File: config.mk
export PLATFORM = sky130hd
export DESIGN_NAME = player_ctrl_multi
export DESIGN_NICKNAME = d
export VERILOG_FILES = /design/src/rtl/player_ctrl_multi.sv
export SDC_FILE = /design/constraint.sdc
export NUM_CORES = 1
export LEC_CHECK = 0
export ABC_AREA = 1
export ABC_CLOCK_PERIOD_IN_PS = 2900
export CAP_MARGIN = 10
export CORE_MARGIN = 2
export CORE_UTILIZATION = 47
export CTS_BUF_LIST = sky130_fd_sc_hd__clkbuf_2 sky130_fd_sc_hd__clkbuf_4 sky130_fd_sc_hd__clkbuf_8
export DETAILED_ROUTE_END_ITERATION = 10
export GPL_TIMING_DRIVEN = 0
export PLACE_DENSITY = 0.79
export SLEW_MARGIN = 20
export SYNTH_ARGS = -nofsm -noshare
export SYNTH_HDL_FRONTEND = slang
export SYNTH_SLANG_ARGS = --single-unit
File: constraint.sdc
create_clock -name CLK -period 2.9 [get_ports CLK]
set_clock_uncertainty 0.1 [all_clocks]
set_input_delay 0.58 -clock CLK [delete_from_list [all_inputs] [get_ports CLK]]
set_output_delay 0.58 -clock CLK [all_outputs]
set_load 0.02 [all_outputs]
File: src/rtl/player_ctrl_multi.sv
// Player controller for the road-crossing game: grid movement, multi-lane collision, lives/level/speed.
// Optional build macro GRACE_EN adds a post-respawn collision grace window and a 'grace' output.
module player_ctrl_multi #(
    parameter int NUM_CARS   = 8,
    parameter int MAX_LIVES  = 4,
    parameter int STEP       = 32,
    parameter int MOVE_TICKS = 2500000,
    parameter int MAX_SPEED  = 31,
    parameter int H_DISP     = 640,
    parameter int V_DISP     = 480,
    parameter int PW         = 32,
    parameter int PH         = 32,
    parameter int CW         = 64,
    parameter int CH         = 32
) (
    input  logic                     CLK,
    input  logic                     RST,
    input  logic                     SW1,
    input  logic                     SW2,
    input  logic                     SW3,
    input  logic                     SW4,
    input  logic [10*NUM_CARS-1:0]   car_x,
    input  logic [10*NUM_CARS-1:0]   car_y,
    input  logic [NUM_CARS-1:0]      car_en,
    output logic [9:0]               player_x,
    output logic [9:0]               player_y,
    output logic [MAX_LIVES-1:0]     lives,
    output logic [7:0]               level_bcd,
    output logic [6:0]               seg_tens,
    output logic [6:0]               seg_units,
    output logic [4:0]               speed_car,
    output logic                     game_over
`ifdef GRACE_EN
    ,
    output logic                     grace
`endif
);

    localparam int CNT_W = $clog2(MOVE_TICKS + 1);
    localparam logic [9:0] X0 = 10'(H_DISP / 2);
    localparam logic [9:0] Y0 = 10'(V_DISP - PH);

    typedef enum logic [1:0] {
        S_PLAY     = 2'd0,
        S_HIT      = 2'd1,
        S_GAMEOVER = 2'd2
    } state_t;

    state_t               state_q;
    logic [CNT_W-1:0]     cnt_q;
    logic [9:0]           px_q, py_q;
    logic [MAX_LIVES-1:0] lives_q;
    logic [7:0]           level_q, level_d;
    logic [4:0]           speed_q, speed_d;
    logic [6:0]           seg_tens_q, seg_units_q;
    logic                 hit_q, game_over_q;
    logic                 hit_c, hit_eff, restart_c, wrap_c;
    logic                 up_ok, dn_ok, lt_ok, rt_ok;

`ifdef GRACE_EN
    localparam int GRACE_CYCLES = 2 * MOVE_TICKS;
    localparam int GRACE_W      = $clog2(GRACE_CYCLES + 1);
    logic [GRACE_W-1:0] grace_q;
    assign hit_eff = hit_c && (grace_q == '0);
    assign grace   = (grace_q != '0);
`else
    assign hit_eff = hit_c;
`endif

    function automatic logic [6:0] seg7(input logic [3:0] d);
        case (d)
            4'd0:    seg7 = 7'h01;
            4'd1:    seg7 = 7'h4F;
            4'd2:    seg7 = 7'h12;
            4'd3:    seg7 = 7'h06;
            4'd4:    seg7 = 7'h4C;
            4'd5:    seg7 = 7'h24;
            4'd6:    seg7 = 7'h20;
            4'd7:    seg7 = 7'h0F;
            4'd8:    seg7 = 7'h00;
            4'd9:    seg7 = 7'h04;
            default: seg7 = 7'h7E;
        endcase
    endfunction

    assign restart_c = SW1 && SW2 && SW3 && SW4;
    assign wrap_c    = (cnt_q == CNT_W'(MOVE_TICKS - 1));

    assign up_ok = ({1'b0, py_q} >= 11'(STEP));
    assign dn_ok = ({1'b0, py_q} + 11'(STEP) <= 11'(V_DISP - PH));
    assign lt_ok = ({1'b0, px_q} >= 11'(STEP));
    assign rt_ok = ({1'b0, px_q} + 11'(STEP) <= 11'(H_DISP - PW));

    // Strict AABB overlap against every enabled lane; all sums carried in 11 bits.
    always_comb begin
        hit_c = 1'b0;
        for (int i = 0; i < NUM_CARS; i++) begin
            if (car_en[i] &&
                ({1'b0, px_q} + 11'(PW) > {1'b0, car_x[10*i +: 10]}) &&
                ({1'b0, px_q} < {1'b0, car_x[10*i +: 10]} + 11'(CW)) &&
                ({1'b0, py_q} + 11'(PH) > {1'b0, car_y[10*i +: 10]}) &&
                ({1'b0, py_q} < {1'b0, car_y[10*i +: 10]} + 11'(CH)))
                hit_c = 1'b1;
        end
    end

    always_comb begin
        level_d = level_q;
        if (level_q != 8'h99) begin
            if (level_q[3:0] >= 4'd9) level_d = {level_q[7:4] + 4'd1, 4'd0};
            else                      level_d = {level_q[7:4], level_q[3:0] + 4'd1};
        end
        speed_d = (speed_q >= 5'(MAX_SPEED)) ? speed_q : speed_q + 5'd1;
    end

    always_ff @(posedge CLK) begin
        if (RST || restart_c) begin
            state_q     <= S_PLAY;
            cnt_q       <= '0;
            px_q        <= X0;
            py_q        <= Y0;
            lives_q     <= '1;
            level_q     <= 8'h00;
            speed_q     <= 5'd0;
            seg_tens_q  <= 7'h01;
            seg_units_q <= 7'h01;
            hit_q       <= 1'b0;
            game_over_q <= 1'b0;
`ifdef GRACE_EN
            grace_q     <= RST ? '0 : GRACE_W'(GRACE_CYCLES);
`endif
        end else begin
            seg_tens_q  <= seg7(level_q[7:4]);
            seg_units_q <= seg7(level_q[3:0]);
`ifdef GRACE_EN
            if (grace_q != '0) grace_q <= grace_q - GRACE_W'(1);
`endif
            case (state_q)
                S_PLAY: begin
                    if (hit_q) begin
                        state_q <= S_HIT;
                        hit_q   <= 1'b0;
                    end else if (py_q == 10'd0) begin
                        level_q <= level_d;
                        speed_q <= speed_d;
                        px_q    <= X0;
                        py_q    <= Y0;
                        hit_q   <= 1'b0;
`ifdef GRACE_EN
                        grace_q <= GRACE_W'(GRACE_CYCLES);
`endif
                    end else begin
                        hit_q <= hit_eff;
                        cnt_q <= wrap_c ? '0 : cnt_q + CNT_W'(1);
                        if (wrap_c) begin
                            if      (SW1 && up_ok) py_q <= py_q - 10'(STEP);
                            else if (SW2 && dn_ok) py_q <= py_q + 10'(STEP);
                            else if (SW3 && lt_ok) px_q <= px_q - 10'(STEP);
                            else if (SW4 && rt_ok) px_q <= px_q + 10'(STEP);
                        end
                    end
                end
                S_HIT: begin
                    lives_q <= lives_q >> 1;
                    px_q    <= X0;
                    py_q    <= Y0;
                    cnt_q   <= '0;
                    hit_q   <= 1'b0;
`ifdef GRACE_EN
                    grace_q <= GRACE_W'(GRACE_CYCLES);
`endif
                    if (lives_q == MAX_LIVES'(1)) begin
                        state_q     <= S_GAMEOVER;
                        game_over_q <= 1'b1;
                    end else begin
                        state_q <= S_PLAY;
                    end
                end
                S_GAMEOVER: begin
                    hit_q       <= 1'b0;
                    game_over_q <= 1'b1;
                end
                default: state_q <= S_PLAY;
            endcase
        end
    end

    assign player_x  = px_q;
    assign player_y  = py_q;
    assign lives     = lives_q;
    assign level_bcd = level_q;
    assign seg_tens  = seg_tens_q;
    assign seg_units = seg_units_q;
    assign speed_car = speed_q;
    assign game_over = game_over_q;

endmodule
# Word level (Yosys, flattened, before mapping)

Memory sizes are Yosys's and may differ from the RTL's. A register that Yosys moved wholly into a read port is not among the register bits.
Cells that the tools add are included.

Register bits after elaboration: 63
ROM bits: 224
Logic and storage cells: 182
Input port bits: 174
Output and inout port bits: 52
Memories: 2

Memories:

| memory          | words | bits a word | rd ports | clocked after Yosys merged registers in | wr ports | line | text |
|---|---|---|---|---|---|---|---|
| (no name shown) | 16    | 7           | 1        | 1                                       | 0        | 71   | `case (d)` |
| (no name shown) | 16    | 7           | 1        | 1                                       | 0        | 71   |  |

Add/subtract/negate cells: 26
Order comparisons: 38
Bitwise logic cells: 3
Reduce and logical (&&, ||, !) cells: 54
Equality and inequality tests: 14
Muxes and demuxes: 35

Operators by type and width:

| kind                                                               | number |
|---|---|
| > comparator 11 x 10 -> 1 bit                                      | 16 |
| < comparator 10 x 11 -> 1 bit                                      | 16 |
| two-way mux 10 bit                                                 | 12 |
| adder 10 x 6 -> 11 bit, second input constant                      | 10 |
| adder 10 x 7 -> 11 bit, second input constant                      | 8 |
| two-way mux 22 bit                                                 | 3 |
| case mux 22 bit (2 select lines)                                   | 1 |
| case mux 10 bit (2 select lines)                                   | 2 |
| logical AND 1 bit                                                  | 39 |
| adder 22 x 1 -> 22 bit, second input constant                      | 1 |
| equality test 22 bit, second input constant                        | 1 |
| adder 10 x 6 -> 10 bit, second input constant                      | 2 |
| greater-or-equal comparator 10 x 6 -> 1 bit, second input constant | 2 |
| subtractor 10 x 6 -> 10 bit, second input constant                 | 2 |
| AND reduction 4 bit                                                | 3 |
| <= comparator 11 x 10 -> 1 bit, second input constant              | 1 |
| <= comparator 11 x 9 -> 1 bit, second input constant               | 1 |
| two-way mux 1 bit                                                  | 11 |
| logical NOT 10 bit                                                 | 1 |
| inequality test 3 bit, second input constant                       | 3 |
| adder 4 x 1 -> 4 bit, second input constant                        | 2 |
| inequality test 2 bit, second input constant                       | 4 |
| inequality test 4 bit, second input constant                       | 2 |
| inequality test 8 bit, second input constant                       | 1 |
| 19 further kinds                                                   | 26 |

# Logic depth before layout (Yosys ltp)

Depth after elaboration: 17
Mapped depth: 21
Depth with buffers taken out: 20

# Least setup slack after synthesis

OpenSTA, ideal clock, no wires.

Kind: reg2reg
Start: register px_q[6] (netlist: player_x[6])
End: register hit_q
Stages on the path, launching flop included: 18
Clock period less this slack: 2.835 ns
Data arrival time: 2.603 ns
Setup time: 0.132 ns
Path slack: 0.065 ns
Cell sequence: dfxtp_1 -> ha_1 -> nand3_1 -> xor2_1 -> ha_1 -> and3_1 -> nand2_1 -> nand3_1 -> nand2_1 -> nand2_1 -> nand2_1 -> nor2_1 -> nand3_1 -> nand2_1 -> nor2_1 -> nand2_1 -> nand2_1 -> a21oi_1

Longest elaborated chain between the ends: 17

RTL lines:

| item                                | line | text |
|---|---|---|
| from (decl)                         | 51   | `logic [9:0] px_q, py_q;` |
| from (signal assigned)              | 158  | `else if (SW3 && lt_ok) px_q <= px_q - 10'(STEP);` |
| from (signal assigned)              | 159  | `else if (SW4 && rt_ok) px_q <= px_q + 10'(STEP);` |
| adder 10 x 6 -> 11 bit              | 99   | `({1'b0, px_q} + 11'(PW) > {1'b0, car_x[10*i +: 10]}) &&` |
| > comparator 11 x 10 -> 1 bit       | 99   |  |
| logical AND 1 bit                   | 98   | `if (car_en[i] &&` |
| logical AND 1 bit                   | 99   |  |
| logical AND 1 bit                   | 100  | `({1'b0, px_q} < {1'b0, car_x[10*i +: 10]} + 11'(CW)) &&` |
| logical AND 1 bit                   | 101  | `({1'b0, py_q} + 11'(PH) > {1'b0, car_y[10*i +: 10]}) &&` |
| two-way mux 1 bit (7 in a row)      | 98   |  |
| two-way mux 1 bit (*)               | 98   |  |
| two-way mux 1 bit (*)               | 143  | `end else if (py_q == 10'd0) begin` |
| two-way mux 1 bit (*)               | 140  | `if (hit_q) begin` |
| case mux 1 bit (2 select lines) (*) | 138  | `case (state_q)` |
| to (signal assigned)                | 153  | `hit_q <= hit_eff;` |
| to (decl)                           | 56   | `logic hit_q, game_over_q;` |

Every way passes the cells marked *; elsewhere a longest branch is shown, timed or not.
A chain may end at the register's enable or synchronous reset.

# Final worst setup path

Start: register px_q[5] (netlist: player_x[5])
End: register hit_q

The elaborated chain is that of the path after synthesis.

==> results.md <==
* Die Span X at 144.9 um
* Delay-heaviest family, CP: simple AND/OR/NAND/NOR gates
* Ant diodes at 0
* Least-Margin Pin Slew at 922.6 ps
* Die ar. at 21,010 um^2
* Die H at 144.9 um
* Min Tclk post-route at 2760 ps
* Leakage at 0.006151 uW
* Overall power at 7894 uW
* CTS tree: yes
* Final hold violation count at 0
* Layout cells sized above 1 at 8.298%
* Seq/Total Area, Yosys at 14.37%
* WL final at 26,580 um
* CTS clk-pin slew, worst paths at 80 ps
* Max_slew headroom at 38.21%
* Pwr Density at 636.9 nW/um^2
* RR Endpoint: hit_q$_SDFFE_PP0P_
* EDFF count, synth at 0
* Max-cap viol count at 0
* Max incr delay on CP at 370 ps
* Req. time, crit path at 3040 ps
* DRT iter0 DRCs at 578
* Crit path launch: player_x[5]$_SDFFE_PP0P_
* Via/cell ratio at 5.145
* Placement row count at 51
* Clk Tree Root Cell: clkbuf_8
* Pin count of the biggest net entering global routing at 15
* Clk Latency, worst-skew pair at 360 ps
* Initial antenna violation count at 0
* Main synth FF type: dfxtp_1
* Gr usage total at 24.85%
* Starting Density at 47.97%
* Most frequent CP cell: nand2_1
* Total grt overflow at 0
* Fmax at 362.3 MHz
* Post-synthesis area per instance at 6.698 um^2
* Worst path depth at 18
* Drt pass-1 iters at 5
* Post-route ant nets at 0
* Critical Path Sink: hit_q$_SDFFE_PP0P_
* I/O Pins at 226
* Dpl ws at -890.7 ps
* Final setup viols at 0
* Min-Delay Startpoint: cnt_q[19]$_SDFFE_PP0P_
* Yosys reg bits at 67
* Clock H-tree levels at 3
* Num CTS Buffers at 9
* Core Area at 19,460 um^2
* Final period util at 95.19%
* HP Class: flop to flop
* First-pass GRT wire length at 43,970 um
* Layout Nets at 2,032
* R2R cell count at 18
* Crit Path Max Fanout at 9
* VDD IR-drop max at 0.0004336 V
* Final Util at 63.69%
* Vias in the first global route at 9,273
* CP max stage cell: dfxtp_4
* CP arrival at 2900 ps
* Startpoint types: flop
* Cell count after synthesis at 1,394
* Max-slew violation count at 0
* Cts hold-fix bufs at 0
* R2r setup slk at 140 ps
* Worst Path Buf+Inv at 1
* Outcome: finished clean
* Crit. End Element: flop
* Share of synthesized registers carrying an async set or reset at 0%
* Post-Syn Area at 9336 um^2
* Yosys warning count at 0
* Yosys cell types at 49
* TNS Setup at 0 ps
* Vias at 9,920
* Total clock sinks at 67
* Area Overhead vs Synth at 32.77%
* Placer Congestion at 0.9211
* Worst setup margin at 139.5 ps
* RR Startpoint: player_x[5]$_SDFFE_PP0P_
* CP cell instances: ha_1 -> xnor2_1 -> inv_2 -> ha_1 -> a21oi_1 -> nand2_1 -> nand2_1 -> nand2_1 -> nand2_1 -> nand2_1 -> nand2_1 -> nand2_1 -> nand3_1 -> nand3_1 -> nor2_1 -> nand2_1 -> nand2_1 -> a21oi_1
* Crit Path Class: flop to flop
* DP HPWL at 20,910 um
* Avg WL per Cell at 13.78 um
* Drt drc at 0
* IO buf count at 215
* CTS max path bufs at 2
-- sequential cells by signal, indices dropped and copies added, names as in the netlist --
signal	count
cnt_q	22
level_bcd	8
seg_tens	7
seg_units	7
player_x	5
player_y	5
speed_car	5
lives	4
state_q	2
game_over	1
hit_q	1
-- metal layers --
metal	up-vias	global-route usage, %	part of all wire (%)
met1	4463	31.57	45
met5	-	0	0
li1	5142	-	-
met2	280	43.24	48
met3	35	4.591	5.5
met4	0	6.386	2.0
-- worst min-delay path by stage --
stage | slack (ps) | endpoint | depth (start not counted)
3_3_place_gp | 360 | cnt_q[19]$_SDFFE_PP0P_ | 2
4_1_cts | 380 | cnt_q[19]$_SDFFE_PP0P_ | 2
2_1_floorplan | 340 | cnt_q[19]$_SDFFE_PP0P_ | 2
5_1_grt | 420 | cnt_q[19]$_SDFFE_PP0P_ | 2
6_report | 370 | cnt_q[19]$_SDFFE_PP0P_ | 2
3_5_place_dp | 370 | cnt_q[19]$_SDFFE_PP0P_ | 2
-- cell usage after synthesis, types with 16 or more instances --
| master | n | area (um^2) |
|---|---|---|
| nand4_1 | 31 | 193.9 |
| a21oi_1 | 89 | 445.4 |
| inv_1 | 237 | 889.6 |
| nand2_1 | 255 | 957.2 |
| inv_2 | 16 | 60.06 |
| nor2_1 | 99 | 371.6 |
| nand3_1 | 111 | 555.5 |
| dfxtp_1 | 67 | 1341 |
| o21ai_0 | 41 | 205.2 |
| xor2_1 | 38 | 332.8 |
| nor3_1 | 45 | 225.2 |
| ha_1 | 199 | 2490 |
| xnor2_1 | 20 | 175.2 |
-- placed cells by master (no fill, tap or decap), types with 15 or more instances in the layout --
cell type,Yosys,final
xor2_1,38,35
nand2_1,255,254
a21oi_1,89,89
nor3_1,45,44
inv_2,16,18
nand3_1,111,108
nand4_1,31,31
inv_1,237,233
nor2_1,99,95
clkdlybuf4s50_1,0,215
a21o_1,15,15
dfxtp_1,67,57
nand3b_1,15,15
ha_1,199,196
xnor2_1,20,20
o21ai_0,41,41
buf_4,11,40
-- where the power goes --
part / leakage (uW) / internal, uW / switching, uW / total (uW)
Sequential: 0.000545 / 1060 / 241 / 1300
Clock: 0.0000806 / 331 / 385 / 716
Combinational: 0.00553 / 2510 / 3370 / 5880
-- repair_timing --
action | in CTS | in global routing
setup buffers | 7 | 24
setup endpoints to repair | 10 | 1
resized for setup | 24 | 16
pin swaps | 2 | 0
-- final cells by class --
cell class / count / area, um^2
fill: 1774 / 7067
multi-input combinational: 1060 / 7032
timing repair buffer: 246 / 2389
sequential: 67 / 1374
inverter: 254 / 963.4
tap: 265 / 331.6
clock buffer: 10 / 137.6
buffer: 21 / 128.9
clock inverter: 5 / 40.04
-- metrics by stage --
stage	cell area [um^2]	hold slack, ps	std cells
final	12400	371.8	1928
after detailed placement	11850	365.9	1883
after global routing	12400	415.4	1928
after CTS	12160	376.3	1905
after global placement	11850	355.9	1883
after floorplan	9370	344.4	1403
-- kinds of logic (layout without fill, tap and decap cells) --
group	after synthesis	in the layout	share of synthesized area, %
other	1	10	0.04017
AO/OA/AOI/OAI	189	189	11.65
XOR/XNOR	58	58	5.441
buffers and inverters	276	536	11.70
adder cells (fa/ha/maj)	199	199	26.67
flip-flops	67	67	14.37
AND/OR/NAND/NOR	604	604	30.14
-- tightest hold or removal path: cells and delay by family (launching register included) --
| kind | cells | cell delay, ps |
|---|---|---|
| flops | 1 | 310 |
| compound gates | 1 | 60 |
| simple gates | 1 | 60 |
Power figures use the tool's default switching activity.
